===== src/rtl/cve2_mem_arbiter.sv =====
// rtl/cve2_mem_arbiter.sv - merges instr-fetch and load/store requests onto one shared memory port
// The chosen master is held until granted; an in-order owner FIFO routes each rvalid back to its issuer.
module cve2_mem_arbiter #(
  parameter int unsigned MaxOutstanding = 2,
  parameter bit          DataPriority   = 1'b1
) (
  input  logic        clk_i,
  input  logic        rst_i,
  input  logic        instr_req_i,
  input  logic [31:0] instr_addr_i,
  output logic        instr_gnt_o,
  output logic        instr_rvalid_o,
  output logic [31:0] instr_rdata_o,
  output logic        instr_err_o,
  input  logic        data_req_i,
  input  logic        data_we_i,
  input  logic [3:0]  data_be_i,
  input  logic [31:0] data_addr_i,
  input  logic [31:0] data_wdata_i,
  output logic        data_gnt_o,
  output logic        data_rvalid_o,
  output logic [31:0] data_rdata_o,
  output logic        data_err_o,
  output logic        mem_req_o,
  input  logic        mem_gnt_i,
  output logic        mem_we_o,
  output logic [3:0]  mem_be_o,
  output logic [31:0] mem_addr_o,
  output logic [31:0] mem_wdata_o,
  input  logic        mem_rvalid_i,
  input  logic [31:0] mem_rdata_i,
  input  logic        mem_err_i,
  output logic [2:0]  outstanding_o,
  output logic        busy_o,
  output logic        unexp_rvalid_o
);

  localparam logic [0:0] IDLE     = 1'b0;
  localparam logic [0:0] LOCKED   = 1'b1;
  localparam logic [2:0] DEPTH    = 3'(MaxOutstanding);
  localparam logic [1:0] LAST_IDX = 2'(MaxOutstanding - 1);

  logic [0:0] state;
  logic       owner;      // master held while LOCKED: 0 = instr, 1 = data
  logic       rr_data;    // round-robin preference: 1 = data wins the next tie
  logic [3:0] fifo;
  logic [1:0] wr_ptr;
  logic [1:0] rd_ptr;
  logic [2:0] count;
  logic       unexp;

  logic full;
  logic sel_valid;
  logic sel;
  logic sel_req;
  logic push;
  logic pop;
  logic head;

  function automatic logic [1:0] next_ptr(input logic [1:0] p);
    return (p == LAST_IDX) ? 2'd0 : p + 2'd1;
  endfunction

  // Full is registered state only, so a same-cycle pop never reopens issue.
  assign full = (count == DEPTH);

  always_comb begin
    sel_valid = 1'b0;
    sel       = 1'b0;
    if (full) begin
      sel_valid = 1'b0;
    end else if (state == LOCKED) begin
      sel_valid = 1'b1;
      sel       = owner;
    end else if (instr_req_i && data_req_i) begin
      sel_valid = 1'b1;
      sel       = DataPriority ? 1'b1 : rr_data;
    end else if (data_req_i) begin
      sel_valid = 1'b1;
      sel       = 1'b1;
    end else if (instr_req_i) begin
      sel_valid = 1'b1;
      sel       = 1'b0;
    end
  end

  assign sel_req   = sel ? data_req_i : instr_req_i;
  assign mem_req_o = sel_valid & sel_req;

  always_comb begin
    mem_we_o    = 1'b0;
    mem_be_o    = 4'h0;
    mem_addr_o  = 32'h0;
    mem_wdata_o = 32'h0;
    if (sel_valid) begin
      if (sel) begin
        mem_we_o    = data_we_i;
        mem_be_o    = data_be_i;
        mem_addr_o  = data_addr_i;
        mem_wdata_o = data_wdata_i;
      end else begin
        mem_be_o    = 4'hF;
        mem_addr_o  = instr_addr_i;
      end
    end
  end

  assign push        = mem_gnt_i & mem_req_o;
  assign instr_gnt_o = push & ~sel;
  assign data_gnt_o  = push & sel;

  assign pop  = mem_rvalid_i & (count != 3'd0);
  assign head = fifo[rd_ptr];

  assign instr_rvalid_o = pop & ~head;
  assign data_rvalid_o  = pop & head;
  assign instr_rdata_o  = mem_rdata_i;
  assign data_rdata_o   = mem_rdata_i;
  assign instr_err_o    = mem_err_i & instr_rvalid_o;
  assign data_err_o     = mem_err_i & data_rvalid_o;

  assign outstanding_o  = count;
  assign busy_o         = instr_req_i | data_req_i | (count != 3'd0);
  assign unexp_rvalid_o = unexp;

  always_ff @(posedge clk_i) begin
    if (rst_i) begin
      state   <= IDLE;
      owner   <= 1'b0;
      rr_data <= 1'b1;
      fifo    <= 4'h0;
      wr_ptr  <= 2'd0;
      rd_ptr  <= 2'd0;
      count   <= 3'd0;
      unexp   <= 1'b0;
    end else begin
      if (push) begin
        fifo[wr_ptr] <= sel;
        wr_ptr       <= next_ptr(wr_ptr);
        rr_data      <= ~sel;
      end
      if (pop) begin
        rd_ptr <= next_ptr(rd_ptr);
      end
      case ({push, pop})
        2'b10:   count <= count + 3'd1;
        2'b01:   count <= count - 3'd1;
        default: count <= count;
      endcase
      if (mem_rvalid_i && (count == 3'd0)) begin
        unexp <= 1'b1;
      end
      // An owner dropping its request while locked abandons it without a push.
      if (state == IDLE) begin
        if (mem_req_o && !mem_gnt_i) begin
          state <= LOCKED;
          owner <= sel;
        end
      end else if (mem_gnt_i || !sel_req) begin
        state <= IDLE;
      end
    end
  end

endmodule


===== config.mk =====
export PLATFORM = sky130hd
export DESIGN_NAME = cve2_mem_arbiter
export DESIGN_NICKNAME = d
export VERILOG_FILES = /design/src/rtl/cve2_mem_arbiter.sv
export SDC_FILE = /design/constraint.sdc
export NUM_CORES = 1
export LEC_CHECK = 0
export BUFFER_PORTS_ARGS = -buffer_cell sky130_fd_sc_hd__buf_2
export CORE_AREA = 4 4 108 110
export CTS_CLUSTER_DIAMETER = 200
export DETAILED_ROUTE_END_ITERATION = 7
export DIE_AREA = 0 0 112 114
export GPL_ROUTABILITY_DRIVEN = 0
export PLACE_DENSITY = 0.65
export SLEW_MARGIN = 20
export SYNTH_ARGS = -nofsm -noshare
export SYNTH_HDL_FRONTEND = slang
export SYNTH_SLANG_ARGS = --single-unit

===== constraint.sdc =====
create_clock -name clk_i -period 3.04 [get_ports clk_i]
set_clock_uncertainty 0.2 [all_clocks]
set_input_delay 0.608 -clock clk_i [delete_from_list [all_inputs] [get_ports clk_i]]
set_output_delay 0.608 -clock clk_i [all_outputs]
set_load 0.03 [all_outputs]

==> results of run 1 <==
-- cell usage in the layout (no fill, tap or decap), drive strengths merged, types with 4 or more instances in the layout --
master,count
mux2i,5
inv,4
dfxtp,14
nor2,53
buf,195
clkbuf,4
a21oi,9
and3,34
nand2b,7
nand2,8
o22ai,32
-- metal layers --
layer	GRT usage, %	vias up
li1	-	1125
met1	14.2	982
met2	20.4	139
met3	3.24	6
met4	1.60	0
met5	0	-
-- cells by family after synthesis --
group	synth area share, %
adder cells (fa/ha/maj)	1.61
multiplexers	4.33
flip-flops	13.9
buffers and inverters	32.8
XOR/XNOR	1.30
AND/OR/NAND/NOR	30.3
AO/OA/AOI/OAI	15.8
-- state kept, by name, summed over array words and instances, names as in the netlist --
register        count
rd_ptr              2
unexp_rvalid_o      1
state               1
outstanding_o       3
fifo                4
owner               1
wr_ptr              2
-- critical path, delay by kind of cell, from the launching register on --
| family | cells | cell delay, ns |
|---|---|---|
| simple gates | 3 | 0.75 |
| buf+inv | 2 | 0.43 |
| flops | 1 | 0.38 |
| compound gates | 1 | 0.15 |
-- what timing repair did --
| action | 4_1_cts | 5_1_grt |
|---|---|---|
| resized for setup | 0 | 1 |
| setup endpoints to repair | 0 | 10 |
| buffers inserted | 0 | 0 |
| hold buffers | 0 | 0 |
-- metrics by stage --
stage	cells	hold slack [ns]	util, %	instance area (sq um)
final	534	0.252	24.6	2630
after global routing	534	0.285	24.6	2630
after CTS	534	0.258	24.5	2620
after detailed placement	530	0.245	24.0	2570
after global placement	530	0.250	24.0	2570
after floorplan	282	0.232	-	2020
-- power groups by stage --
stage,Clock [uW],Combinational (uW),Sequential [uW]
final,183,1650,263
after detailed placement,0,1660,265
after global placement,0,1660,267
after floorplan,0,1350,292
after global routing,195,1790,271
after CTS,188,1660,263
-- area by class of cell --
cell class                      count  area, sq um  area share, %
Multi-Input combinational cell    177         1090           41.3
Tap cell                          140          175           6.66
Inverter                            4         15.0          0.571
Sequential cell                    14          280           10.7
Clock buffer                        4         55.1           2.09
Timing Repair Buffer              195         1020           38.7
-- worst min path at each step --
stage,slack [ns],endpoint,start
after global routing,0.28,fifo[3]$_SDFFE_PP0P_,fifo[3]$_SDFFE_PP0P_
after detailed placement,0.25,rd_ptr[1]$_SDFFE_PP0P_,rd_ptr[1]$_SDFFE_PP0P_
after floorplan,0.23,rd_ptr[1]$_SDFFE_PP0P_,rd_ptr[1]$_SDFFE_PP0P_
after CTS,0.26,rd_ptr[1]$_SDFFE_PP0P_,rd_ptr[1]$_SDFFE_PP0P_
final,0.25,rd_ptr[1]$_SDFFE_PP0P_,rd_ptr[1]$_SDFFE_PP0P_
after global placement,0.25,rd_ptr[1]$_SDFFE_PP0P_,rd_ptr[1]$_SDFFE_PP0P_
==> results.toml, run 1 <==
[clock_tree]
numCtsBuffers = 3
cts_num_sinks = 14
cts_root_buf = "clkbuf_8"
clock_latency_ns = 0.25
cts-htree-levels = 1
clkTransAtPathRegs_ns = 0.06
cts_tree = "yes"
cts_max_path_buffers = 2

[synthesis]
yosysWarnings = 0
synth_edf_count = 0
synth_cells = 282
yosysMostFrequentCell = "buf_4"
synth_top_area_share_pct = 24.5
post_synth.cell_area_avg_sq_um = 7.17
synth_area_sq_um = 2020
ys_ff_latch = 14
async_flop_share_pct = 0
synth.largest_area_cell = "buf_4"
ys.flop_type = "dfxtp_1"
netlist_top_cells_count = "66 x buf_4, 53 x nor2_1, 34 x and3_1"
yosysUniqueCellTypes = 37
syn-num-nets = 424
yosysSeqAreaShare_pct = 13.9
synth.area.top_cells = "buf_4 25%, dfxtp_1 14%, and3_1 11%, o22ai_1 9.9%, nor2_1 9.8%"

[sta]
hold_viol_final = 0
rsz0062_at_grt = "false"
finalSetupTns_ns = 0
period_share_pct = 92.1
max_freq_ghz = 0.357
max-slew-margin-rel_pct = 71.4
setup_ws_ns = 0.239
finalMaxSlewViolations = 0
period_needed_ns = 2.80
worst_pin_slew_ns = 0.428
final-setup-viol-count = 0

[power]
power_uw = 2100
seq_power_share_pct = 12.5
power_density_nw_per_um2 = 797
p_clk_share_pct = 8.7
power.internal_uw = 859
p_switching_uw = 1240
p_leak_uw = 0.00145
ir_drop_mv = 0.425
comb_power_share_pct = 78.8
swShare_pct = 59.1

[routing]
via_count = 2252
firstDrtPassIters = 4
drt_iter0_markers = 108
wl_met1_mm = 3.10
wl_met3_um = 761
drt-total-wl_mm = 8.18
route.met2.wl_mm = 4.27
viasPerCell = 4.22
wl_per_cell_um = 15.3
route.antenna.remaining_nets = 0
top_layer_used = "met4"
route.detailed.drc = 0

[grt]
gr-total-overflow = 0
grt_pass1_vias = 2038
grt_max_degree = 67
grt_pass1_wl_mm = 12.0
grt_use_total_pct = 11.5
antenna_found_initial = 0

[placed_design]
port_buffers = 188
dp_hpwl_mm = 6.60
place_ws_ns = 0.313

[hold_path]
whs_path_depth = 2
min_path_type = "reg -> reg"

[critical_path]
path_cells = "or3b_1, buf_4, nand2_8, o22ai_1, nor2_1, buf_2"
r2r_cells = 10
start_kind = "flip-flop"
critPathKind = "reg -> out"
rrSetupSlack_ns = 0.42
r2r_end = "outstanding_o[2]$_SDFFE_PP0P_"
critPathRequiredTime_ns = 2.23
cp.arrival_ns = 1.99
end_kind = "output port"
max_stage_delay_ns = 0.44
crit_end = "mem_addr_o[6]"
r2r-start = "outstanding_o[1]$_SDFFE_PP0P_"
crit_fanout = 33
slowest_stage = "or3b_1"
crit_start = "outstanding_o[1]$_SDFFE_PP0P_"

[floorplan]
die_height_um = 114
num_rows = 38
dieWidth_um = 112
top_level_ports = 285
initial_utilization_pct = 18.9
core-area_sq_um = 10700
die_area_sq_um = 12800

[final_layout]
fillerInstances = 1225
n_antenna_cell = 0
drive_above_1_share_pct = 53.0
area_growth_syn_to_layout_pct = 30.1
layout.nets = 537

[outcome]
outcome = "finished clean"

[job]
drv_cap = 0
No activity file was read; power rests on OpenSTA's default activity.
==> run 2, diff against run 1 <==
--- a/config.mk
+++ b/config.mk
@@ -6,10 +6,10 @@
 export NUM_CORES = 1
 export LEC_CHECK = 0
 export BUFFER_PORTS_ARGS = -buffer_cell sky130_fd_sc_hd__buf_2
-export CORE_AREA = 4 4 108 110
+export CORE_AREA = 5 5 109 111
 export CTS_CLUSTER_DIAMETER = 200
 export DETAILED_ROUTE_END_ITERATION = 7
-export DIE_AREA = 0 0 112 114
+export DIE_AREA = 0 0 114 116
 export GPL_ROUTABILITY_DRIVEN = 0
 export PLACE_DENSITY = 0.65
 export SLEW_MARGIN = 20
==> run 2 against run 1 <==
Effect of this change:
- sequential share of layout area rose by 0.056 points
- power down 0.47%
- flip-flop and latch count unchanged
- global-route usage fell by 0.99 points
- routed wire length up 0.53%
- combinational power is essentially flat
- core utilization is 0.13 points lower
- largest cell class unchanged
- die area increased by 3.6%
- largest power group unchanged
- sequential power hardly changed
- final cell count increased by 0.19%
- via count fell by 0.49%
- worst setup slack worse by 0.0029 ns
- critical endpoint is now mem_be_o[2]
==> results.toml, run 2 (synthesis results as in run 1) <==
[final_layout]
layout_common_cells = "188 x buf_2, 53 x nor2_1, 34 x and3_1"
n_antenna_cell = 0
finalNonFillerCells = 535
drive_above_1_share_pct = 53.2
layout.nets = 538
regMostFlops = "fifo"
largest_reg_flops = 4
finish.instance_area_sq_um = 2620
area_growth_syn_to_layout_pct = 29.5
final_common_cell = "buf_2"

[hold_path]
whs_endpoint = "rd_ptr[1]$_SDFFE_PP0P_"
min_path_type = "reg -> reg"
whs_path_depth = 2
hold_path.startpoint = "rd_ptr[1]$_SDFFE_PP0P_"

[floorplan]
die_area_sq_um = 13200
die_height_um = 116
dieWidth_um = 114
core-area_sq_um = 10700
top_level_ports = 285
num_rows = 38
initial_utilization_pct = 18.9

[routing]
route.met2.wl_mm = 4.40
wl_per_cell_um = 15.4
drt_iter0_markers = 88
wl_met3_um = 772
wl_met1_mm = 2.99
viasPerCell = 4.19
route.antenna.remaining_nets = 0
top_layer_used = "met4"
via_count = 2241
route.detailed.drc = 0
firstDrtPassIters = 4
drt-total-wl_mm = 8.22

[grt]
grt_max_degree = 37
grt_pass1_vias = 1971
antenna_found_initial = 0
grt_use_total_pct = 10.5
grt_pass1_wl_mm = 11.2
gr-total-overflow = 0

[critical_path]
critPathKind = "reg -> out"
crit_fanout = 36
critPathRequiredTime_ns = 2.23
r2r-start = "outstanding_o[1]$_SDFFE_PP0P_"
start_kind = "flip-flop"
r2r_cells = 10
end_kind = "output port"
rrSetupSlack_ns = 0.38
r2r_end = "outstanding_o[2]$_SDFFE_PP0P_"
cp.arrival_ns = 2.00

[power]
ir_drop_mv = 0.467
p_switching_uw = 1240
p_leak_uw = 0.00145
p_clk_share_pct = 8.7
power_density_nw_per_um2 = 798
power.internal_uw = 847
seq_power_share_pct = 12.6
comb_power_share_pct = 78.7
swShare_pct = 59.5

[sta]
finalMaxSlewViolations = 0
worst_pin_slew_ns = 0.427
max-slew-margin-rel_pct = 71.5
final-setup-viol-count = 0
finalSetupTns_ns = 0
period_needed_ns = 2.80
hold_viol_final = 0
rsz0062_at_grt = "false"
max_freq_ghz = 0.357
period_share_pct = 92.2
hold_ws_ns = 0.259

[placed_design]
place_inst = 531
placed_area_sq_um = 2550
port_buffers = 188
dp_hpwl_mm = 6.80

[clock_tree]
numCtsBuffers = 3
cts_resized = 0
cts_tree = "yes"
cts_root_buf = "clkbuf_8"
clkTransAtPathRegs_ns = 0.06
post_cts_buffers = 0
cts_num_sinks = 14
cts_max_path_buffers = 2
cts-htree-levels = 1
clock_latency_ns = 0.25
hold_buffers = 0

[job]
drv_cap = 0

[outcome]
outcome = "finished clean"
==> run 2: cell types whose count changed in the layout (fill, tap and decap cells not counted) <==
cell,previous run,this run
buf_6,0,1
buf_4,5,7
buf_12,2,0
==> run 2: cell type report <==
type | instances | area, sq um
Sequential cell | 14 | 280
Fill cell | 1220 | 8080
Inverter | 4 | 15.0
Clock buffer | 4 | 55.1
Timing Repair Buffer | 196 | 1000
Multi-Input combinational cell | 177 | 1090
Tap cell | 140 | 175
==> run 2: metal layers <==
layer	vias to the layer above	global-route usage [%]
met5	-	0
met4	0	2.06
met3	7	2.92
met2	147	19.4
met1	961	12.1
li1	1126	-
==> run 2: worst max path at each step <==
stage                                       start                             to  depth (start not counted)
floorplan           outstanding_o[1]$_SDFFE_PP0P_  outstanding_o[2]$_SDFFE_PP0P_                         11
global placement                       data_req_i                 mem_addr_o[29]                          6
detailed placement                    instr_req_i  outstanding_o[2]$_SDFFE_PP0P_                         10
CTS                 outstanding_o[1]$_SDFFE_PP0P_                 mem_addr_o[29]                          6
global route        outstanding_o[1]$_SDFFE_PP0P_                    mem_be_o[2]                          6
finish              outstanding_o[1]$_SDFFE_PP0P_                    mem_be_o[2]                          6
==> run 2: power groups by stage <==
stage	logic, uW	clock network, uW	registers [uW]
after floorplan	1350	0	292
after global placement	1640	0	267
after detailed placement	1650	0	265
after CTS	1650	190	263
after global routing	1760	200	272
final	1640	182	263
==> run 2: stage by stage <==
stage	total power [uW]	worst slack, ns	util [%]
detailed placement	1910	0.296	23.8
finish	2090	0.236	24.5
global placement	1910	0.342	23.8
CTS	2100	0.0942	24.4
global route	2240	0.110	24.5
floorplan	1640	0.275	-
==> run 2: critical path: stages, from the launching register on <==
cell,delay (ns)
dfxtp_1,0.39
or3b_1,0.45
buf_4,0.23
o31ai_4,0.07
buf_6,0.30
nor2_1,0.09
buf_2,0.20
